**config.mk**
```make
export PLATFORM = sky130hd
export DESIGN_NAME = apb_cmd_master
export DESIGN_NICKNAME = d
export VERILOG_FILES = /design/src/rtl/apb_pkg.sv /design/src/rtl/apb_cmd_master.sv
export SDC_FILE = /design/constraint.sdc
export NUM_CORES = 1
export LEC_CHECK = 0
export ABC_AREA = 1
export ABC_CLOCK_PERIOD_IN_PS = 1500
export BUFFER_PORTS_ARGS = -buffer_cell sky130_fd_sc_hd__buf_2
export CORE_UTILIZATION = 41
export CTS_CLUSTER_SIZE = 8
export DETAILED_ROUTE_END_ITERATION = 6
export PLACE_DENSITY = 0.8
export SKIP_LAST_GASP = 1
export SLEW_MARGIN = 40
export SYNTH_ARGS = -nofsm -noshare
export SYNTH_HDL_FRONTEND = slang
export SYNTH_SLANG_ARGS = --single-unit
```
**constraint.sdc**
```tcl
create_clock -name clk -period 1.5 [get_ports clk]
set_input_delay 0.075 -clock clk [delete_from_list [all_inputs] [get_ports clk]]
set_output_delay 0.075 -clock clk [all_outputs]
set_load 0.02 [all_outputs]
```
**src/rtl/apb_pkg.sv**
```systemverilog
// Shared APB definitions: requester/completer FSM states and pprot encodings.
package apb_pkg;

  typedef enum logic [1:0] {
    ST_IDLE   = 2'd0,
    ST_SETUP  = 2'd1,
    ST_ACCESS = 2'd2,
    ST_RESP   = 2'd3
  } apb_state_e;

  localparam logic [2:0] APB_PROT_NORMAL = 3'b000;
  localparam logic [2:0] APB_PROT_PRIV   = 3'b001;
  localparam logic [2:0] APB_PROT_NONSEC = 3'b010;
  localparam logic [2:0] APB_PROT_INSTR  = 3'b100;

endpackage

```
**src/rtl/apb_cmd_master.sv**
```systemverilog
// APB4 requester: one valid/ready command becomes one SETUP/ACCESS transfer,
// with a wait-state timeout and a registered valid/ready response.
module apb_cmd_master #(
  parameter int G_REGWIDTH   = 32,
  parameter int G_ADDR_WIDTH = 32,
  parameter int G_TIMEOUT    = 256
) (
  input  logic                      clk,
  input  logic                      rst,
  input  logic                      cmd_valid,
  output logic                      cmd_ready,
  input  logic                      cmd_write,
  input  logic [G_ADDR_WIDTH-1:0]   cmd_addr,
  input  logic [G_REGWIDTH-1:0]     cmd_wdata,
  input  logic [G_REGWIDTH/8-1:0]   cmd_wstrb,
  input  logic [2:0]                cmd_prot,
  output logic                      rsp_valid,
  input  logic                      rsp_ready,
  output logic [G_REGWIDTH-1:0]     rsp_rdata,
  output logic                      rsp_timeout,
  output logic                      m_apb_psel,
  output logic                      m_apb_penable,
  output logic                      m_apb_pwrite,
  output logic [2:0]                m_apb_pprot,
  output logic [G_ADDR_WIDTH-1:0]   m_apb_paddr,
  output logic [G_REGWIDTH-1:0]     m_apb_pwdata,
  output logic [G_REGWIDTH/8-1:0]   m_apb_pstrb,
  input  logic                      m_apb_pready,
  input  logic [G_REGWIDTH-1:0]     m_apb_prdata
);
  import apb_pkg::*;

  localparam int               CNT_W    = (G_TIMEOUT > 0) ? $clog2(G_TIMEOUT + 1) : 1;
  localparam bit               TMO_EN   = (G_TIMEOUT != 0);
  localparam logic [CNT_W-1:0] TMO_LAST = CNT_W'(G_TIMEOUT - 1);

  apb_state_e                state_q, state_d;
  logic                      psel_q, psel_d;
  logic                      penable_q, penable_d;
  logic                      pwrite_q, pwrite_d;
  logic [2:0]                pprot_q, pprot_d;
  logic [G_ADDR_WIDTH-1:0]   paddr_q, paddr_d;
  logic [G_REGWIDTH-1:0]     pwdata_q, pwdata_d;
  logic [G_REGWIDTH/8-1:0]   pstrb_q, pstrb_d;
  logic                      rsp_valid_q, rsp_valid_d;
  logic [G_REGWIDTH-1:0]     rsp_rdata_q, rsp_rdata_d;
  logic                      rsp_timeout_q, rsp_timeout_d;
  logic [CNT_W-1:0]          cnt_q, cnt_d;

  always_comb begin
    state_d       = state_q;
    psel_d        = psel_q;
    penable_d     = penable_q;
    pwrite_d      = pwrite_q;
    pprot_d       = pprot_q;
    paddr_d       = paddr_q;
    pwdata_d      = pwdata_q;
    pstrb_d       = pstrb_q;
    rsp_valid_d   = rsp_valid_q;
    rsp_rdata_d   = rsp_rdata_q;
    rsp_timeout_d = rsp_timeout_q;
    cnt_d         = cnt_q;
    case (state_q)
      ST_IDLE: begin
        if (cmd_valid) begin
          state_d   = ST_SETUP;
          psel_d    = 1'b1;
          penable_d = 1'b0;
          pwrite_d  = cmd_write;
          pprot_d   = cmd_prot;
          paddr_d   = cmd_addr;
          pwdata_d  = cmd_write ? cmd_wdata : '0;
          pstrb_d   = cmd_write ? cmd_wstrb : '0;
        end
      end
      ST_SETUP: begin
        state_d   = ST_ACCESS;
        penable_d = 1'b1;
        cnt_d     = '0;
      end
      ST_ACCESS: begin
        // pready is checked first so a completion on the last allowed cycle still succeeds
        if (m_apb_pready) begin
          state_d       = ST_RESP;
          psel_d        = 1'b0;
          penable_d     = 1'b0;
          rsp_valid_d   = 1'b1;
          rsp_rdata_d   = pwrite_q ? '0 : m_apb_prdata;
          rsp_timeout_d = 1'b0;
        end else if (TMO_EN && (cnt_q == TMO_LAST)) begin
          state_d       = ST_RESP;
          psel_d        = 1'b0;
          penable_d     = 1'b0;
          rsp_valid_d   = 1'b1;
          rsp_rdata_d   = '0;
          rsp_timeout_d = 1'b1;
        end else begin
          cnt_d = cnt_q + CNT_W'(1);
        end
      end
      ST_RESP: begin
        if (rsp_ready) begin
          state_d     = ST_IDLE;
          rsp_valid_d = 1'b0;
        end
      end
      default: state_d = ST_IDLE;
    endcase
  end

  always_ff @(posedge clk) begin
    if (!rst) begin
      state_q       <= ST_IDLE;
      psel_q        <= 1'b0;
      penable_q     <= 1'b0;
      pwrite_q      <= 1'b0;
      pprot_q       <= '0;
      paddr_q       <= '0;
      pwdata_q      <= '0;
      pstrb_q       <= '0;
      rsp_valid_q   <= 1'b0;
      rsp_rdata_q   <= '0;
      rsp_timeout_q <= 1'b0;
      cnt_q         <= '0;
    end else begin
      state_q       <= state_d;
      psel_q        <= psel_d;
      penable_q     <= penable_d;
      pwrite_q      <= pwrite_d;
      pprot_q       <= pprot_d;
      paddr_q       <= paddr_d;
      pwdata_q      <= pwdata_d;
      pstrb_q       <= pstrb_d;
      rsp_valid_q   <= rsp_valid_d;
      rsp_rdata_q   <= rsp_rdata_d;
      rsp_timeout_q <= rsp_timeout_d;
      cnt_q         <= cnt_d;
    end
  end

  assign cmd_ready     = (state_q == ST_IDLE) && rst;
  assign rsp_valid     = rsp_valid_q;
  assign rsp_rdata     = rsp_rdata_q;
  assign rsp_timeout   = rsp_timeout_q;
  assign m_apb_psel    = psel_q;
  assign m_apb_penable = penable_q;
  assign m_apb_pwrite  = pwrite_q;
  assign m_apb_pprot   = pprot_q;
  assign m_apb_paddr   = paddr_q;
  assign m_apb_pwdata  = pwdata_q;
  assign m_apb_pstrb   = pstrb_q;

endmodule

```
==> flow_summary.json, run 1 <==
{
  "outcome": "finished with violations",
  "violations": "negative setup slack",
  "grt-ovfl-total": 0,
  "clock_sinks": 119,
  "core_um2": 10500,
  "crit_chain": "ha_4 > nand2_2 > inv_2 > nand2_4 > nor2_4 > ha_4 > o21ai_4 > buf_12 > nand2_1 > a21oi_2",
  "cp-start-kind": "register",
  "io_buffer_count": 217,
  "start_util_pct": 42.9,
  "holdWs_ns": 0.0405,
  "critical_path_required_ns": 1.93,
  "vias": 5326,
  "fin_crit_ns": 1.62,
  "crit_slowest_cell": "dfxtp_2",
  "dieArea_um2": 11400,
  "p_comb_share_pct": 32.7,
  "synthTopCellsByCount": "nand2_1 (144), dfxtp_1 (119), nor2_1 (81)",
  "synth-edff-count": 0,
  "min_from": "m_apb_pready",
  "hold_path_end": "rsp_valid",
  "r2r-end": "rsp_rdata[17]",
  "placementRows": 37,
  "critical-path-max-stage-delay_ns": 0.33,
  "powerDensity_nw_per_um2": 1560,
  "gp_congestion": 0.780,
  "total_power_w": 0.0120,
  "peakVddDrop_mv": 0.964,
  "p_clk_share_pct": 34.3,
  "holdPathStages": 5,
  "die_h_um": 107,
  "clock_latency_ns": 0.51,
  "postRouteAntennaNets": 0,
  "yosysTopAreaCellShare_pct": 52.9,
  "worstSetupEndpointType": "register",
  "rr_startpoint": "cnt_q[1]",
  "internal_power_w": 0.00784,
  "synth_async_sr_flop_share_pct": 0,
  "ios": 218,
  "power_frac_seq_pct": 33.0,
  "synth_seq_area_share_pct": 52.9,
  "yosysMostFrequentCell": "nand2_1",
  "leakagePower_nw": 3.59,
  "swShare_pct": 34.5,
  "avgViaCountPerCell": 4.98,
  "regToRegSetupSlack_ns": -0.12,
  "fin_crit_sh_pct": 108,
  "worstPathMaxFanout": 32,
  "grt_max_degree": 44,
  "grt_pass1_wl_um": 25200,
  "fillers": 739,
  "cts_tree": "built",
  "hold_viol": 0,
  "dr.pass1.iters": 6,
  "cts_max_path_buffers": 2,
  "antenna_found_initial": 1,
  "final_layout_size_suffix_gt1_share_pct": 34.7,
  "yosysWarnings": 0,
  "synthTopCellsByArea": "dfxtp_1 (53%), nand2_1 (12%), a21oi_1 (8.8%), nor2_1 (6.8%), nand3_1 (4.6%)",
  "fin_nets": 1035,
  "syn_area_um2": 4500,
  "multi_input_area_um2": 1950,
  "finalMaxSlewViolations": 0,
  "synth-seq-cells": 119,
  "clk_pin_slew_ns": 0.06,
  "syn_nets": 697,
  "syn_to_final_growth_pct": 70.1,
  "max_cap_viol_count": 0,
  "drtIter0Drc": 297,
  "wl_um": 16100,
  "cts_made_buffers": 17,
  "syn_inst": 581,
  "worstRegToRegCells": 10,
  "grt_pass1_vias": 5418,
  "drcViolationCount": 0,
  "hold_path.class": "input port to register",
  "max_clock_freq_mhz": 618,
  "cp_common_cell": "ha_4",
  "cts_root_buffer": "clkbuf_8",
  "p_sw_w": 0.00413,
  "die_w_um": 107,
  "wire_per_inst_um": 15.1,
  "arrival_ns": 2.05,
  "setup_ws_ns": -0.119,
  "synthFlopType": "dfxtp_1",
  "dp_slack_ns": -0.0741,
  "syn_area_per_cell_um2": 7.75,
  "grt_usage_pct": 28.4,
  "synth_cell_types": 25,
  "criticalPathCategory": "register to register",
  "seq_area_um2": 2390,
  "fin_util_pct": 72.9,
  "worst_slew_pin_slew_ns": 0.415,
  "slew_headroom_pct": 72.4,
  "grt_setup_unrepaired": "yes",
  "htreeDepth": 4,
  "setup_viol_count_final": 45,
  "fin_skew_ns": 0.00896,
  "dpl.hpwl_um": 8450,
  "yosysTopAreaCell": "dfxtp_1"
}
-- what timing repair did --
item                                   CTS  global route
endpoints found under the hold margin  106             0
resized for setup                        8            22
pin swaps                                1             4
hold buffers                           105             0
setup buffers                            1             5
setup endpoints to repair               49            98
-- how the worst max path moves through the flow --
stage / from / end / slack, ns / depth (start not counted)
2_1_floorplan: cnt_q[1] / cnt_q[3] / -0.002 / 11
3_3_place_gp: cnt_q[1] / cnt_q[4] / -0.03 / 13
3_5_place_dp: cnt_q[1] / rsp_rdata[4] / -0.07 / 10
4_1_cts: state_q[0] / cmd_ready / -0.08 / 5
5_1_grt: cnt_q[1] / cnt_q[7] / -0.19 / 13
6_report: cnt_q[1] / rsp_rdata[17] / -0.12 / 10
-- power by group through the flow --
stage	Sequential (W)	Combinational, W	Clock (W)
after detailed placement	0.00396	0.00338	0
after floorplan	0.00454	0.00169	0
after global placement	0.00395	0.00335	0
after CTS	0.00390	0.00364	0.00416
final	0.00396	0.00391	0.00411
after global routing	0.00401	0.00424	0.00433
-- kinds of logic (layout without fill, tap and decap cells) --
| kind of cell | count (synthesis) | count (layout) | synth area share [%] |
|---|---|---|---|
| and+or+nand+nor | 276 | 276 | 25.1 |
| DFF | 119 | 119 | 52.9 |
| buffers and inverters | 61 | 412 | 6.72 |
| AOI/OAI and AO/OA | 118 | 118 | 13.3 |
| other | 0 | 1 | 0 |
| adders and majority gates | 7 | 7 | 1.94 |
-- layer usage --
| layer | track usage (%) | share of wire [%] | up-vias |
|---|---|---|---|
| met1 | 29.3 | 36 | 2459 |
| met3 | 7.36 | 5.9 | 70 |
| met5 | 0 | 0 | - |
| met2 | 50.2 | 53 | 246 |
| met4 | 19.6 | 5.2 | 0 |
| li1 | - | - | 2551 |
-- metrics by stage --
step                       TNS, ns  area (um2)  instances
after CTS                   -0.726        7560       1063
after global placement      -0.216        5860        925
final                        -2.10        7660       1069
after floorplan           -0.00237        4570        581
after global routing         -6.03        7660       1069
after detailed placement     -1.67        5860        925
-- flip-flops by register name, indices dropped and copies added, names as in the netlist, 2 cells and up --
signal        count
m_apb_pwdata     32
m_apb_paddr      32
cnt_q             9
m_apb_pprot       3
state_q           2
rsp_rdata        32
m_apb_pstrb       4
-- placed cells by master (no fill, tap or decap), types with 5 or more instances in the layout --
master and instances:
dlygate4sd3_1 105, inv_2 7, buf_2 216, clkbuf_16 16, buf_4 27, a21oi_1 76, nand3_1 38, dfxtp_2 5
inv_1 16, o21ai_0 35, dfxtp_1 113, nand2_1 139, nor2_1 78
-- cell type report --
class	instances	share of cell area, %
Clock inverter	11	1.91
Inverter	26	1.37
Timing Repair Buffer	354	31.8
Sequential cell	119	31.2
Multi-Input combinational cell	401	25.4
Clock buffer	21	5.99
Tap cell	136	2.22
Antenna cell	1	0.0327
-- worst max-delay path: cells and delay by family (launching register included) --
family	cells	cell delay [ns]
AND/OR/NAND/NOR	4	0.28
flip-flops	1	0.33
AO/OA/AOI/OAI	2	0.34
adder cells (fa/ha/maj)	2	0.32
buffers and inverters	2	0.25
Note: power is estimated with default switching activity, not from simulation.
==> run 2, diff against run 1 <==
- SETUP_SLACK_MARGIN: default -> 0.1
==> flow_summary.json, run 2 (synthesis results as in run 1) <==
{
  "outcome": "finished with violations",
  "violations": "negative setup slack",
  "setup_ws_ns": -0.150,
  "setup_viol_count_final": 44,
  "clock_sinks": 119,
  "powerDensity_nw_per_um2": 1560,
  "grt_pass1_wl_um": 25300,
  "grt_pass1_vias": 5280,
  "final_layout_size_suffix_gt1_share_pct": 35.4,
  "dp_cells": 929,
  "fin_util_pct": 74.3,
  "grt_usage_pct": 28.7,
  "min_from": "m_apb_pready",
  "rr_startpoint": "cnt_q[1]",
  "clock_latency_ns": 0.51,
  "postRouteAntennaNets": 0,
  "syn_to_final_growth_pct": 73.5,
  "drcViolationCount": 0,
  "ios": 218,
  "fin_nets": 1044,
  "worst_slew_pin_slew_ns": 0.359,
  "finalMaxSlewViolations": 0,
  "hold_viol": 0,
  "final_common_cell": "buf_2",
  "fin_skew_ns": 0.00826,
  "clk_pin_slew_ns": 0.06,
  "wl_um": 16600,
  "htreeDepth": 4,
  "hold_path.class": "input port to register",
  "cts_root_buffer": "clkbuf_8",
  "critical_path_required_ns": 1.94,
  "max_clock_freq_mhz": 606,
  "arrival_ns": 2.09,
  "grt_max_degree": 74,
  "total_power_w": 0.0122,
  "dpl.hpwl_um": 8780,
  "worstPathMaxFanout": 8,
  "avgViaCountPerCell": 4.99,
  "gp_congestion": 0.843,
  "cp-start-kind": "register",
  "io_buffer_count": 217,
  "antennaDiodeCount": 0,
  "peakVddDrop_mv": 0.961,
  "crit_path_start": "cnt_q[1]",
  "fin_area_um2": 7810,
  "start_util_pct": 42.9,
  "postPlaceCellArea_um2": 5910,
  "core_um2": 10500,
  "fin_cells": 1077,
  "fin_crit_sh_pct": 110,
  "fin_crit_ns": 1.65,
  "antenna_found_initial": 0,
  "final_cell_mix": "buf_2 (216), nand2_1 (138), dfxtp_1 (113), dlygate4sd3_1 (106), nor2_1 (78)",
  "max_cap_viol_count": 0,
  "die_w_um": 107,
  "dr.pass1.iters": 6,
  "criticalPathCategory": "register to register",
  "slew_headroom_pct": 76.1,
  "placementRows": 37,
  "die_h_um": 107,
  "worstSetupEndpointType": "register",
  "holdWs_ns": 0.0575,
  "drtIter0Drc": 456,
  "leakagePower_nw": 3.63,
  "vias": 5377,
  "grt-ovfl-total": 0,
  "grt_setup_unrepaired": "yes",
  "cts_tree": "built",
  "wire_per_inst_um": 15.4,
  "cts_max_path_buffers": 2,
  "dieArea_um2": 11400,
  "cts_made_buffers": 17
}
[run 2: changes by cell type in the layout (fill, tap and decap cells not counted), sizes merged]
cell         change
clkinvlp         +2
diode            -1
buf              +8
clkinv           -2
dlygate4sd3      +1
[run 2: critical path: stages (launching register included)]
cell and delay [ns]:
dfxtp_2 0.33, ha_4 0.16, nand2_2 0.05, inv_2 0.05, nand2_4 0.07, nor2_4 0.04
ha_4 0.18, nor2_4 0.14, nand2_8 0.12, buf_6 0.14, nand3_4 0.08, nand2_2 0.07
a21oi_1 0.14
[run 2: worst paths after layout]
check	endpoint	slack, ns	cells past startpoint
worst max-delay path	m_apb_penable	-0.15	12
worst min-delay path	rsp_valid	0.06	5
worst max register to register	m_apb_penable	-0.15	12
worst min register to register	rsp_rdata[17]	0.46	2
[run 2: power by group]
group	switching (W)	total [W]	internal [W]
Clock	0.00144	0.00402	0.00257
Sequential	0.000273	0.00395	0.00368
Combinational	0.00257	0.00425	0.00168
Total	0.00429	0.0122	0.00793
[run 2: repair_timing]
action / in CTS / in global routing
endpoints found under the setup margin: 111 / 100
hold buffers: 106 / 0
resized for setup: 16 / 31
endpoints found under the hold margin: 110 / 0
buffers inserted: 7 / 3
pin swaps: 11 / 7
[run 2: final cells by class]
class / count / area, um2
Clock buffer: 21 / 439
Clock inverter: 11 / 148
Fill cell: 719 / 2700
Inverter: 26 / 113
Multi-Input combinational cell: 401 / 2010
Sequential cell: 119 / 2390
Tap cell: 136 / 170
Timing Repair Buffer: 363 / 2540
[run 2: routing by layer]
metal	GRT usage, %	vias up	part of all wire [%]
met5	0	-	0
li1	-	2565	-
met3	7.42	67	6.3
met4	16.9	0	4.8
met1	29.1	2463	36
met2	52.8	282	53
[run 2: metrics by stage]
stage	worst slack, ns	setup TNS [ns]
finish	-0.150	-1.72
global route	-0.195	-5.19
CTS	-0.0558	-0.729
detailed placement	-0.0991	-2.55
global placement	-0.0343	-0.268
floorplan	0.000350	0
==> run 3, diff against run 2 <==
- BUFFER_PORTS_ARGS: -buffer_cell sky130_fd_sc_hd__buf_2 -> -buffer_cell sky130_fd_sc_hd__buf_4
==> flow_summary.json, run 3 (synthesis results as in run 1) <==
{
  "hold_path_end": "m_apb_pwrite",
  "swShare_pct": 34.9,
  "vias": 5510,
  "fin_nets": 1045,
  "critical_path_required_ns": 1.91,
  "grt_pass1_vias": 5360,
  "drtIter0Drc": 468,
  "holdWs_ns": 0.127,
  "p_clk_share_pct": 30.7,
  "syn_to_final_growth_pct": 89.5,
  "p_sw_w": 0.00438,
  "cts_root_buffer": "clkbuf_8",
  "p_comb_share_pct": 37.4,
  "antenna_found_initial": 0,
  "htreeDepth": 4,
  "fin_crit_sh_pct": 111,
  "outcome": "finished with violations",
  "postRouteAntennaNets": 0,
  "slew_headroom_pct": 77.1,
  "dpl.hpwl_um": 9140,
  "dp_slack_ns": -0.0786,
  "wl_um": 18100,
  "core_um2": 10500,
  "r2r-end": "cnt_q[0]",
  "die_w_um": 107,
  "placementRows": 37,
  "wire_per_inst_um": 16.8,
  "die_h_um": 107,
  "grt_usage_pct": 28.2,
  "grt-ovfl-total": 0,
  "powerDensity_nw_per_um2": 1470,
  "finalMaxSlewViolations": 0,
  "worstRegToRegCells": 11,
  "fillers": 547,
  "cts_tree": "built",
  "antennaDiodeCount": 0,
  "final_cell_mix": "buf_4 (243), nand2_1 (121), dfxtp_1 (114), dlygate4sd3_1 (107), nor2_1 (78)",
  "worstPathMaxFanout": 8,
  "max_clock_freq_mhz": 599,
  "grt_max_degree": 54,
  "regToRegSetupSlack_ns": -0.17,
  "clk_pin_slew_ns": 0.06,
  "min_from": "cmd_write",
  "peakVddDrop_mv": 0.715,
  "violations": "negative setup slack",
  "power_frac_seq_pct": 31.9,
  "total_power_w": 0.0126,
  "max_cap_viol_count": 0,
  "cp-start-kind": "register",
  "rr_startpoint": "cnt_q[4]",
  "clock_latency_ns": 0.51,
  "holdPathStages": 4,
  "setup_viol_count_final": 47,
  "finalSetupTns_ns": -3.33,
  "worst_slew_pin_slew_ns": 0.344,
  "gp_congestion": 0.817,
  "clock_sinks": 119,
  "worstSetupEndpointType": "register",
  "criticalPathCategory": "register to register",
  "setup_ws_ns": -0.170,
  "cts_made_buffers": 17,
  "dr.pass1.iters": 5,
  "cts_max_path_buffers": 2,
  "dieArea_um2": 11400,
  "leakagePower_nw": 3.87,
  "fin_crit_ns": 1.67,
  "hold_viol": 0,
  "drcViolationCount": 0,
  "final_layout_size_suffix_gt1_share_pct": 39.2,
  "ios": 218,
  "grt_pass1_wl_um": 25100,
  "fin_skew_ns": 0.0115,
  "arrival_ns": 2.08,
  "hold_path.class": "input port to register",
  "internal_power_w": 0.00818,
  "avgViaCountPerCell": 5.13,
  "start_util_pct": 42.9,
  "grt_setup_unrepaired": "yes",
  "final_common_cell": "buf_4",
  "io_buffer_count": 217,
  "fin_util_pct": 81.2
}
-- run 3: area by class of cell --
| type | instances | area [um2] | area share (%) |
|---|---|---|---|
| timing repair buffer | 364 | 3140 | 36.8 |
| inverter | 26 | 108 | 1.26 |
| tap | 136 | 170 | 1.99 |
| multi-input combinational | 401 | 2170 | 25.4 |
| sequential | 119 | 2390 | 28.0 |
| clock inverter | 9 | 103 | 1.20 |
| clock buffer | 20 | 455 | 5.34 |
-- run 3: how the worst max path moves through the flow --
stage	start	end	slack, ns	cells past startpoint
5_1_grt	cnt_q[4]	state_q[1]	-0.24	11
6_report	cnt_q[4]	cnt_q[0]	-0.17	11
3_3_place_gp	cnt_q[1]	cnt_q[4]	-0.03	13
2_1_floorplan	cnt_q[1]	cnt_q[4]	0.0004	13
4_1_cts	cnt_q[0]	rsp_rdata[2]	-0.1	10
3_5_place_dp	cnt_q[1]	cnt_q[1]	-0.08	12
-- run 3: metrics by stage --
stage | cells | instance area, um2
detailed placement | 922 | 6400
CTS | 1061 | 8090
global route | 1075 | 8530
global placement | 922 | 6400
floorplan | 581 | 4590
finish | 1075 | 8530
-- run 3: routing by layer --
layer / GRT usage [%] / vias to the layer above / part of all wire [%]
met2: 52.8 / 296 / 53
met5: 0 / - / 0
met1: 27.9 / 2577 / 35
met3: 8.39 / 71 / 6.6
met4: 14.5 / 0 / 4.5
li1: - / 2566 / -
-- run 3: critical path: stages, from the launching register on --
cell	delay, ns
dfxtp_1	0.34
nand2_2	0.08
nor2_2	0.19
nand2_4	0.09
nor2_4	0.13
ha_4	0.18
nor2_4	0.04
nand2_4	0.16
buf_6	0.14
inv_4	0.04
o21ai_2	0.11
a21oi_1	0.05
-- run 3: what timing repair did --
action / in CTS / in global routing
gates resized for setup: 9 / 79
hold buffers: 108 / 0
setup endpoints to repair: 118 / 118
setup buffers: 2 / 10
endpoints found under the hold margin: 104 / 0
cloned: 0 / 4
pin swaps: 3 / 25
-- run 3: power groups by stage --
| stage | logic [W] | clock network [W] | registers (W) |
|---|---|---|---|
| 5_1_grt | 0.00501 | 0.00404 | 0.00406 |
| 3_3_place_gp | 0.00361 | 0 | 0.00398 |
| 4_1_cts | 0.00403 | 0.00388 | 0.00395 |
| 3_5_place_dp | 0.00369 | 0 | 0.00400 |
| 2_1_floorplan | 0.00172 | 0 | 0.00454 |
| 6_report | 0.00469 | 0.00386 | 0.00400 |
